**src/rtl/ahb_mtx_input_stage_pkg.sv**
```systemverilog
// Shared AHB encodings, control-field layout and input-stage state type
// used by the matrix input stage.
package ahb_mtx_input_stage_pkg;

  typedef enum logic [1:0] {
    HTRANS_IDLE   = 2'b00,
    HTRANS_BUSY   = 2'b01,
    HTRANS_NONSEQ = 2'b10,
    HTRANS_SEQ    = 2'b11
  } htrans_e;

  localparam logic [1:0] HRESP_OKAY  = 2'b00;
  localparam logic [1:0] HRESP_ERROR = 2'b01;

  // ctrl_dec layout: {write, size[2:0], burst[2:0], mastlock}
  localparam int unsigned CTRL_W         = 8;
  localparam int unsigned CTRL_LOCK      = 0;
  localparam int unsigned CTRL_BURST_LSB = 1;
  localparam int unsigned CTRL_SIZE_LSB  = 4;
  localparam int unsigned CTRL_WRITE     = 7;

  // Bit 1 = transfer held pending, bit 0 = data phase outstanding.
  typedef enum logic [1:0] {
    ST_IDLE      = 2'b00,
    ST_DATA      = 2'b01,
    ST_PEND      = 2'b10,
    ST_PEND_DATA = 2'b11
  } in_state_e;

  function automatic logic trans_is_active(input logic [1:0] trans);
    return trans[1];
  endfunction

  function automatic logic [CTRL_W-1:0] pack_ctrl(
    input logic       write,
    input logic [2:0] size,
    input logic [2:0] burst,
    input logic       lock
  );
    logic [CTRL_W-1:0] c;
    c = '0;
    c[CTRL_WRITE]               = write;
    c[CTRL_SIZE_LSB +: 3]       = size;
    c[CTRL_BURST_LSB +: 3]      = burst;
    c[CTRL_LOCK]                = lock;
    return c;
  endfunction

endpackage

```
**src/rtl/ahb_mtx_input_stage.sv**
```systemverilog
// AHB matrix input stage: passes master address phases to the decoder and
// holds any that the granted output port cannot accept in the same cycle.
module ahb_mtx_input_stage
  import ahb_mtx_input_stage_pkg::*;
#(
  parameter int unsigned ADDR_W = 32
) (
  input  logic              HCLK,
  input  logic              HRESET,
  input  logic              HSELS,
  input  logic [ADDR_W-1:0] HADDRS,
  input  logic [1:0]        HTRANSS,
  input  logic              HWRITES,
  input  logic [2:0]        HSIZES,
  input  logic [2:0]        HBURSTS,
  input  logic              HMASTLOCKS,
  input  logic              HREADYS,
  output logic              HREADYOUTS,
  output logic [1:0]        HRESPS,
  output logic              sel_dec,
  output logic [ADDR_W-1:0] addr_dec,
  output logic [1:0]        trans_dec,
  output logic [7:0]        ctrl_dec,
  input  logic              active_dec,
  input  logic              readyout_dec,
  input  logic [1:0]        resp_dec
);

  in_state_e state, state_next;

  logic pend_tran;
  logic data_phase;
  logic sample_valid;
  logic accept;
  logic load;
  logic next_pend;
  logic next_data;
  logic use_hold;

  logic [ADDR_W-1:0] hold_addr;
  logic [1:0]        hold_trans;
  logic [CTRL_W-1:0] hold_ctrl;
  logic [CTRL_W-1:0] live_ctrl;

  assign pend_tran  = (state == ST_PEND) || (state == ST_PEND_DATA);
  assign data_phase = (state == ST_DATA) || (state == ST_PEND_DATA);
  assign live_ctrl  = pack_ctrl(HWRITES, HSIZES, HBURSTS, HMASTLOCKS);

  always_ff @(posedge HCLK) begin
    if (HRESET) begin
      state <= ST_IDLE;
    end else begin
      state <= state_next;
    end
  end

  // While a transfer is held the master is stalled, so only active_dec
  // matters; otherwise a live valid sample is either accepted or captured.
  always_comb begin
    sample_valid = HSELS && trans_is_active(HTRANSS) && HREADYS;
    accept       = 1'b0;
    load         = 1'b0;
    next_pend    = 1'b0;
    if (pend_tran) begin
      accept    = active_dec;
      next_pend = !active_dec;
    end else begin
      accept    = sample_valid && active_dec;
      load      = sample_valid && !active_dec;
      next_pend = load;
    end
    if (accept) begin
      next_data = 1'b1;
    end else if (readyout_dec) begin
      next_data = 1'b0;
    end else begin
      next_data = data_phase;
    end
    state_next = in_state_e'({next_pend, next_data});
  end

  always_ff @(posedge HCLK) begin
    if (HRESET) begin
      hold_addr  <= '0;
      hold_trans <= '0;
      hold_ctrl  <= '0;
    end else if (load) begin
      hold_addr  <= HADDRS;
      hold_trans <= HTRANSS;
      hold_ctrl  <= live_ctrl;
    end
  end

  // Reset overrides the state bits combinationally so a discarded transfer
  // never shows a stall or a response during the reset cycle itself.
  always_comb begin
    use_hold   = pend_tran && !HRESET;
    sel_dec    = HSELS;
    addr_dec   = HADDRS;
    trans_dec  = HTRANSS;
    ctrl_dec   = live_ctrl;
    HREADYOUTS = 1'b1;
    HRESPS     = HRESP_OKAY;
    if (use_hold) begin
      sel_dec   = 1'b1;
      addr_dec  = hold_addr;
      trans_dec = hold_trans;
      ctrl_dec  = hold_ctrl;
    end
    if (!HRESET) begin
      if (pend_tran) begin
        HREADYOUTS = 1'b0;
      end else if (data_phase) begin
        HREADYOUTS = readyout_dec;
      end
      if (data_phase) begin
        HRESPS = resp_dec;
      end
    end
  end

endmodule

```
**config.mk**
```make
export PLATFORM = sky130hd
export DESIGN_NAME = ahb_mtx_input_stage
export DESIGN_NICKNAME = d
export VERILOG_FILES = /design/src/rtl/ahb_mtx_input_stage_pkg.sv /design/src/rtl/ahb_mtx_input_stage.sv
export SDC_FILE = /design/constraint.sdc
export NUM_CORES = 1
export LEC_CHECK = 0
export ABC_AREA = 1
export BUFFER_PORTS_ARGS = -buffer_cell sky130_fd_sc_hd__buf_4
export CAP_MARGIN = 0
export CORE_ASPECT_RATIO = 1.5
export CORE_UTILIZATION = 44
export CTS_CLUSTER_DIAMETER = 30
export DETAILED_ROUTE_END_ITERATION = 7
export GPL_TIMING_DRIVEN = 0
export MAX_ROUTING_LAYER = met4
export PLACE_DENSITY_LB_ADDON = 0.3
export SYNTH_ARGS = -nofsm -noshare
export SYNTH_HDL_FRONTEND = slang
export SYNTH_SLANG_ARGS = --single-unit
export TNS_END_PERCENT = 1
```
**constraint.sdc**
```tcl
create_clock -name HCLK -period 1.1 [get_ports HCLK]
set_clock_uncertainty 0.2 [all_clocks]
set_input_delay 0.22 -clock HCLK [delete_from_list [all_inputs] [get_ports HCLK]]
set_output_delay 0.22 -clock HCLK [all_outputs]
set_load 0.05 [all_outputs]
```
==> qor.csv <==
metric;value;unit
status;finished with violations;
violations;negative setup slack;
finalWorstSetupSlack;-0.854;ns
cp-end-kind;output port;
grt_pass1_wl;12200;um
period_share;1.78;
synth-edff-count;0;
yosysMostFrequentCell;nand2_1;
wl_per_cell;13.9;um
worst_pin_slew;0.268;ns
finalNonFillerCells;568;
start_kind;register;
fin_util;0.843;
nNetsFinal;550;
die_w;62.0;um
synth.net_count;435;
crit_type;reg2out;
synth_area_leaders;dfxtp_1 37%, nand2_1 14%, nor2_1 14%;
p_sw;1350;uW
cts.clk_slew.worst_paths;0.08;ns
finalWirelength;7890;um
diodes;0;
drc;0;
critPathMaxFanout;6;
crit_arrival;1.53;ns
htree_levels;2;
p_clk_frac;0.248;
cts_max_path_buffers;2;
cts_tree;built;
grt_pass1_vias;2923;
ir_drop;953;uV
core_area;0.00516;mm^2
hold_viol;0;
port_buffers;95;
grtUsageTotal;0.291;
final-setup-viol-count;88;
synth_commonest_cells;89 x nand2_1, 87 x nor2_1, 45 x inv_1, 44 x dfxtp_1, 44 x nand3_1;
initial_utilization;0.461;
cts_made_buffers;5;
dp.cells;548;
hpwl;4900;um
postSynthCellCount;385;
ys_ff_latch;44;
syn_to_final_growth;82.9;%
p_leak;0.00209;uW
comb_power_share;0.328;
ioPinCount;96;
synth_area;0.00238;mm^2
synth_seq_area_share;0.370;
dr_total_vias;2885;
dr.pass1.iters;4;
max_cap_violations;0;
clock-sinks;44;
rsz0062_at_grt;yes;
avgSynthCellArea;6.18;um^2
die_y;92.1;um
root_buffer;clkbuf_8;
vias_per_cell;5.08;
seqPwrFrac;0.424;
synth.distinct_cells;17;
overflow;0;
timing.setup.tns;-46.63;ns
postRouteAntennaNets;0;
max_freq;0.512;GHz
final_cell_area;0.00435;mm^2
reg2regPathDepth;7;
p_sw_frac;0.340;
fin_crit;1.95;ns
synthFlopType;dfxtp_1;
synth_top_area_cell;dfxtp_1;
relSlewSlack;0.821;
place_area;0.00369;mm^2
antenna_found_initial;0;
drive_above_1_share;0.440;
drv_slew;0;
insertion_delay;0.29;ns
rows;32;
crit_required;0.68;ns
place_ws;-0.608;ns
place.gp.congestion;0.792;
synth_top_area_share;0.370;
die-area;0.00571;mm^2
worstHoldPathType;in2reg;
power_density;915;mW/mm^2
hold-path-cell-count;4;
grt_max_degree;13;
ys_async_sr_fraction;0;
ys_warn_count;0;
drt_iter0_markers;123;
p_int;2630;uW
==> cells by family after synthesis <==
logic type      after synthesis  share of synthesized area
buf+inv                      72                      0.149
flops                        44                      0.370
simple gates                226                      0.390
compound gates               43                     0.0910
==> worst max-delay path: stages (launching register included) <==
cell	delay, ns
dfxtp_2	0.36
inv_4	0.04
nor2_4	0.13
buf_8	0.16
buf_12	0.12
clkbuf_16	0.15
nand2_4	0.05
o21ai_4	0.05
buf_6	0.17
==> power groups by stage <==
stage,sequential (uW),clock [uW],combinational [uW]
6_report,1690,988,1310
5_1_grt,1690,1060,1380
4_1_cts,1680,997,1270
3_5_place_dp,1710,0,1150
3_3_place_gp,1710,0,1140
2_1_floorplan,1710,0,796
==> metrics by stage <==
stage / hold slack (ns) / total power, uW
2_1_floorplan: 0.0916 / 2500
3_3_place_gp: 0.204 / 2850
3_5_place_dp: 0.213 / 2870
4_1_cts: 0.0282 / 3940
5_1_grt: 0.0809 / 4130
6_report: 0.0764 / 3980
==> placed cells by master, fill, tap and decap left out <==
cell type	instances
buf_6	44
inv_2	1
nand2_4	8
dfxtp_2	1
nand2_2	21
nand3_1	44
buf_16	1
nor2_1	84
o21ai_4	42
buf_4	59
inv_4	1
buf_8	10
inv_1	45
nor2_2	4
buf_12	4
clkbuf_16	4
clkinv_2	1
nor2_4	3
a31oi_4	1
clkbuf_8	6
dfxtp_1	42
buf_2	8
clkbuf_1	1
or2_1	1
dfxtp_4	1
dlygate4sd3_1	2
nand2_1	61
==> flip-flops by register name (all words and copies together), names as in the netlist <==
| name | count |
|---|---|
| hold_ctrl | 8 |
| hold_addr | 32 |
| state | 2 |
| hold_trans | 2 |
==> what timing repair did <==
action                     CTS  global route
resized for setup           88            28
cloned                       1             1
buffers inserted             7             2
setup endpoints to repair   88            88
hold buffers                 2             0
hold endpoints to repair     3             0
pin swaps                    4            21
==> final cells by class <==
class / count / area [um^2]
fillers: 315 / 812
plain buffers: 25 / 289
repair buffers: 108 / 1080
well taps: 68 / 85.1
clock inverters: 1 / 5.00
multi-input cells: 269 / 1760
inverters: 47 / 179
clock buffers: 6 / 72.6
flip-flops and latches: 44 / 886
==> worst paths after layout <==
| path | start | endpoint | slack, ns |
|---|---|---|---|
| setup / recovery | state[1] | addr_dec[17] | -0.85 |
| hold / removal | readyout_dec | state[0] | 0.08 |
| hold reg to reg | hold_addr[3] | hold_addr[3] | 0.29 |
| setup reg to reg | state[1] | hold_addr[18] | -0.34 |
==> metal layers <==
| metal | vias to the layer above | GRT usage | share of wire |
|---|---|---|---|
| met4 | 0 | 0.117 | 0.033 |
| met1 | 1347 | 0.288 | 0.35 |
| met2 | 112 | 0.529 | 0.57 |
| li1 | 1403 | - | - |
| met5 | - | - | 0 |
| met3 | 23 | 0.0508 | 0.047 |
Note: power is estimated with default switching activity, not from simulation.
